File: src/rtl/clock_divider_pkg.sv
// clock_divider_pkg: shared channel state encoding and divisor floor for clock_divider.
package clock_divider_pkg;
  typedef enum logic [1:0] {IDLE, RUN, STOPPING} ch_state_e;
  localparam int MIN_DIV = 2;
endpackage

File: src/rtl/clock_divider_ch.sv
// clock_divider_ch: one divided-clock channel (FSM, counter, divisor, pending divisor).
// Ports: clk, rst_n (async active-low), en (run enable), wr (accepted divisor write),
//   wr_div (raw divisor), pend (pending divisor held), out_clk (registered divided clock),
//   tick (period-start pulse, only with CLOCK_DIVIDER_TICK_EN).
module clock_divider_ch
  import clock_divider_pkg::*;
#(
  parameter int CNT_W = 8,
  parameter int DEFAULT_DIV = 4
) (
  input  logic             clk,
  input  logic             rst_n,
  input  logic             en,
  input  logic             wr,
  input  logic [CNT_W-1:0] wr_div,
`ifdef CLOCK_DIVIDER_TICK_EN
  output logic             tick,
`endif
  output logic             pend,
  output logic             out_clk
);
  ch_state_e state, state_nx;
  logic [CNT_W-1:0] cnt, div, pend_div, cnt_nx, div_nx;
  logic [CNT_W:0] half;
  logic wrap, apply, out_nx;
  assign wrap = state != IDLE && cnt == div - 1'b1;
  // a pending divisor only lands on a period boundary (or while idle) so no pulse is cut short
  assign apply = pend && (state == IDLE || wrap);
  always_ff @(posedge clk or negedge rst_n)
    if (!rst_n) state <= IDLE;
    else state <= state_nx;
  // RUN dropping enable exactly at wrap has already completed its period, so it goes straight to IDLE
  always_comb
    state_nx = state == IDLE ? (en ? RUN : IDLE) :
               state == RUN  ? (en ? RUN : (wrap ? IDLE : STOPPING)) :
               wrap          ? (en ? RUN : IDLE) : STOPPING;
  // out_clk is registered, so it is computed from the next counter and next divisor
  always_comb begin
    cnt_nx = (state == IDLE || wrap) ? '0 : cnt + 1'b1;
    div_nx = apply ? pend_div : div;
    half = ({1'b0, div_nx} + 1'b1) >> 1;
    out_nx = state_nx != IDLE && {1'b0, cnt_nx} < half;
  end
  always_ff @(posedge clk or negedge rst_n)
    if (!rst_n) begin
      cnt <= '0;
      div <= CNT_W'(DEFAULT_DIV);
      pend <= 1'b0;
      pend_div <= CNT_W'(DEFAULT_DIV);
      out_clk <= 1'b0;
    end else begin
      cnt <= cnt_nx;
      div <= div_nx;
      pend <= wr || (pend && !apply);
      pend_div <= wr ? (wr_div < CNT_W'(MIN_DIV) ? CNT_W'(MIN_DIV) : wr_div) : pend_div;
      out_clk <= out_nx;
    end
`ifdef CLOCK_DIVIDER_TICK_EN
  always_ff @(posedge clk or negedge rst_n)
    if (!rst_n) tick <= 1'b0;
    else tick <= state_nx != IDLE && cnt_nx == '0;
`endif
endmodule

File: src/rtl/clock_divider.sv
// clock_divider: NUM_CH independent glitch-free programmable clock dividers.
// Ports: clk, rst_n (async active-low), ch_en (per-channel run), cfg_valid/cfg_ready/cfg_ch/cfg_div
//   (divisor update handshake), out_clk (divided clocks), tick (period-start pulses).
// Macro CLOCK_DIVIDER_TICK_EN adds the tick port and its logic.
module clock_divider
  import clock_divider_pkg::*;
#(
  parameter int NUM_CH = 4,
  parameter int CNT_W = 8,
  parameter int DEFAULT_DIV = 4,
  localparam int CH_W = NUM_CH > 1 ? $clog2(NUM_CH) : 1
) (
  input  logic              clk,
  input  logic              rst_n,
  input  logic [NUM_CH-1:0] ch_en,
  input  logic              cfg_valid,
  output logic              cfg_ready,
  input  logic [CH_W-1:0]   cfg_ch,
  input  logic [CNT_W-1:0]  cfg_div,
`ifdef CLOCK_DIVIDER_TICK_EN
  output logic [NUM_CH-1:0] tick,
`endif
  output logic [NUM_CH-1:0] out_clk
);
  localparam int CH_N = 2 ** CH_W;
  logic [NUM_CH-1:0] pend;
  logic [CH_N-1:0] pend_ext;
  // unused channel addresses read as not-pending, so writes to them are accepted and dropped
  assign pend_ext = CH_N'(pend);
  assign cfg_ready = !pend_ext[cfg_ch];
  for (genvar i = 0; i < NUM_CH; i++) begin : g_ch
    clock_divider_ch #(.CNT_W(CNT_W), .DEFAULT_DIV(DEFAULT_DIV)) u_ch (
      .clk(clk),
      .rst_n(rst_n),
      .en(ch_en[i]),
      .wr(cfg_valid && cfg_ready && cfg_ch == CH_W'(i)),
      .wr_div(cfg_div),
`ifdef CLOCK_DIVIDER_TICK_EN
      .tick(tick[i]),
`endif
      .pend(pend[i]),
      .out_clk(out_clk[i])
    );
  end
endmodule

File: config.mk
export PLATFORM = sky130hd
export DESIGN_NAME = clock_divider
export DESIGN_NICKNAME = d
export VERILOG_FILES = /design/src/rtl/clock_divider_pkg.sv /design/src/rtl/clock_divider_ch.sv /design/src/rtl/clock_divider.sv
export SDC_FILE = /design/constraint.sdc
export NUM_CORES = 1
export LEC_CHECK = 0
export CORE_UTILIZATION = 58
export CTS_CLUSTER_DIAMETER = 200
export DETAILED_ROUTE_END_ITERATION = 16
export PLACE_DENSITY = 0.82
export SKIP_LAST_GASP = 1
export SLEW_MARGIN = 20
export SYNTH_ARGS = -nofsm -noshare
export SYNTH_HDL_FRONTEND = slang
export SYNTH_SLANG_ARGS = --single-unit
File: constraint.sdc
create_clock -name clk -period 8.2 [get_ports clk]
set_input_delay 2.46 -clock clk [delete_from_list [all_inputs] [get_ports clk]]
set_output_delay 2.46 -clock clk [all_outputs]
set_load 0.005 [all_outputs]
==> results list <==
- During synthesis, Yosys emitted a total of 0 warnings.
- Synthesis produced a netlist whose cell count is 733.
- Dividing the detail-routed wire length by the instance count gives 16.8 microns.
- Final-layout worst hold slack: 473 ps
- The global routing stage identified its most utilized layer as met2.
- Leading cell type by number of instances after synthesis: sky130_fd_sc_hd__dfrtp_1
* Std cell rows: 40
* Buffer count from post-CTS setup fixing: 0
- The smallest clock period supported by the final layout is computed as 6380 ps.
- Kind of path behind the tightest hold check: flop to flop
- Initial DRC Count: 287
- In the final timing run, aggregate negative setup slack is 0 ps.
- Data on the critical path is required at its endpoint by 5740 ps.
- In this run the mean area of a mapped cell was 9.71 sq um.
* Fin. Hold Viols: 0
- CTS Root Buffer Type: sky130_fd_sc_hd__clkbuf_16
- The final count of pins violating max slew is 0.
- Run status: complete, no violations
* Distinct cells, synth: 72
* Number of clock sinks seen by CTS: 112
- Core Area: 12000 sq um
* Maximum frequency from static timing analysis: 0.157 GHz
* Cell leakage power: 3.35 nW
* Clk_skew: 7.56 ps
- Power spread over the standard cell area amounts to 148 nW/um^2.
- 22 I/O pins were placed.
- The die is 113 microns tall.
- For met2 alone, demand over resource in global routing was 42.6%.
- After detailed routing, the number of vias per cell comes to 6.06.
* Count of final setup violators: 0
- Detailed placement HPWL: 10.8 mm
- Synth area leaders: sky130_fd_sc_hd__dfrtp_1 37%, sky130_fd_sc_hd__xnor2_1 7.6%, sky130_fd_sc_hd__mux2_2 7.1%
- From left edge to right edge, the die measures 113 microns.
* Category of the critical setup timing path: input port to output pin
- Largest fanout on the critical path: 6
- In the synthesized netlist, the cells that appear most often are 104 x sky130_fd_sc_hd__dfrtp_1, 71 x sky130_fd_sc_hd__nor2_1, 62 x sky130_fd_sc_hd__xnor2_1.
- Via count of the first global-routing pass: 5362
- Counting flops and latches in the post-synthesis netlist gives 112.
- Area delta synth->final: 7.17%
- For this run, global-route usage on met3 was measured as 3.48%.
- Gates resized during post-CTS repair numbered 0.
- The mapped netlist covers 7120 sq um.
* Met1 Track Usage GR: 32.6%
- In this run the tightest slew margin relative to its limit is 36.6%.
* Worst path buffer plus inverter count: 2
- The number of antenna diodes in the final layout is 0.
* Cell taking the most area after synthesis: sky130_fd_sc_hd__dfrtp_1
- CP delay by family, top: buffers and inverters
- The H-tree generated during clock tree synthesis spans 3 levels.
* Clock transition time at the flip-flop clock pins of the worst setup and hold paths: 70 ps
* Count of hold buffers inserted by post-cts repair: 0
- After the last flow step, the layout net total stands at 792.
* Largest net degree at the start of global routing: 85
- Slowest CP cell: sky130_fd_sc_hd__clkdlybuf4s50_1
- The final critical path takes up 77.8% of the cycle.
- Input and output buffers added on the ports amount to 21.
* Initial core utilization: 59.5%
- Across the run, the number of max-cap violations was 0.
* Longest individual stage delay on the worst path: 550 ps
- The routed layout has 5376 vias.
* Setup repair after global routing missed its margin: no
- Remaining DRCs: 0
- The layout has 927 filler cells.
- Among all flip-flop cells after synthesis, the most frequent one is sky130_fd_sc_hd__dfrtp_1.
* Total die area: 12700 sq um
- Count of antenna-violating nets left after detailed routing: 0
- The share of synthesized area in the top cell type comes to 36.6%.
* Placement Cell Area: 7350 sq um
- STA classifies the critical path startpoint as an input port.
- In the synthesized netlist the async set-or-reset flop fraction comes to 100%.
- Series of cell instances along the critical path: clkdlybuf4s50_1 -> nor2b_1 -> o21ai_0 -> o21ai_0 -> clkdlybuf4s50_1
- Counting every net in the synthesized netlist gives 790.
- The clock reaches the later pin of the worst-skew pair after 360 ps.
- First-pass GRT wire length: 25.4 mm
- Share of final-layout standard cells stronger than drive strength 1: 13.1%
- Global router's overall resource usage: 25.5%
- Sequential fraction of the synthesis area: 39.5%
* Routability congestion estimate from global placement: 0.859
- At the pin with the least slew margin, the transition time is 940 ps.
* Critical Path AT: 3920 ps
* Sum of routed wire length over all layers: 14.9 mm
- Buffers inserted during clock tree synthesis total 9.
- The worst setup path is captured at an output pin.
- Maximum VDD drop: 0.000120 V
- The initial antenna violation count came to 0.
- The finished cells cover 7630 sq um.
* Clock tree from TritonCTS: done
- In this run the deepest clock path goes through 2 buffers.
- Overall power consumption after layout is estimated at 0.00113 W.
- Pre-Repair DR Iteration Count: 5
- Total grt overflow: 0
* Number of flops mapped to enable cells by yosys: 0
registers in the layout (all words and copies together) (netlist names):
signal	count
g_ch.u_ch.cnt	32
g_ch.u_ch.div	32
g_ch.u_ch.out_clk	4
g_ch.u_ch.pend	4
g_ch.u_ch.pend_div	32
g_ch.u_ch.state	8
where the power goes:
group          switching (W)  internal, W
combinational      0.0000424    0.0000437
sequential         0.0000425     0.000588
clock               0.000198     0.000213
total               0.000283     0.000845
routing by layer:
layer / up-vias / wire length, microns
li1: 2561 / -
met1: 2634 / 6390
met2: 137 / 7460
met3: 44 / 630
met4: 0 / 445
met5: - / 0
metrics by stage:
step                instances  worst slack [ps]  utilization [%]
finish                    887              1820             63.8
global route              887              1750             63.8
CTS                       887              1820             63.7
detailed placement        871              1820             61.4
global placement          871              1880             61.4
floorplan                 733              2930                -
cell type report:
type	instances	area (sq um)	share of cell area, %
Multi-Input combinational cell	559	4010	52.6
Inverter	28	105	1.38
Timing Repair Buffer	25	241	3.17
Sequential cell	112	2810	36.9
Clock buffer	11	243	3.18
Tap cell	147	184	2.41
Clock inverter	5	32.5	0.427
cell usage in the layout (no fill, tap or decap), drive strengths merged, types with 3 or more instances in the layout:
cell,netlist,final
nand3,45,45
and3,19,19
o211ai,6,6
o21ai,30,30
nor3,10,10
or2,6,6
clkbuf,18,11
dfrtp,104,104
nor3b,6,6
o211a,3,3
nor2,73,73
nor2b,3,3
nor4,5,5
or3,4,4
a21oi,31,31
ha,40,40
a221oi,3,3
a2111oi,3,3
nand4,6,6
nand2,56,56
clkinvlp,0,3
and2,3,3
or4,3,3
nand4b,3,3
nand3b,5,5
o21a,4,4
buf,16,5
xor2,36,36
xnor2,63,63
nand2b,4,4
clkdlybuf4s50,0,20
a21o,9,9
mux2,48,48
inv,28,28
dfstp,8,8
path summary, 6_finish.rpt:
kind | from | end | slack (ps) | depth (start not counted)
setup reg to reg | g_ch[2].u_ch.div[0] | g_ch[2].u_ch.out_clk | 2910 | 19
setup / recovery | cfg_ch[1] | cfg_ready | 1820 | 5
max in group asynchronous | rst_n | g_ch[2].u_ch.div[6] | 5110 | 2
hold reg to reg | g_ch[0].u_ch.state[1] | g_ch[0].u_ch.state[0] | 470 | 1
hold / removal | g_ch[0].u_ch.state[1] | g_ch[0].u_ch.state[0] | 470 | 1
min in group asynchronous | rst_n | g_ch[3].u_ch.cnt[0] | 2020 | 1
logic make-up after synthesis:
group / after synthesis / share of synthesized area (%)
mux: 50 / 8.03
flops: 112 / 39.5
xor+xnor: 100 / 12.6
fa+ha+maj: 40 / 7.03
compound gates: 111 / 10.6
buf+inv: 62 / 4.15
simple gates: 258 / 18.1
Power figures use the tool's default switching activity.
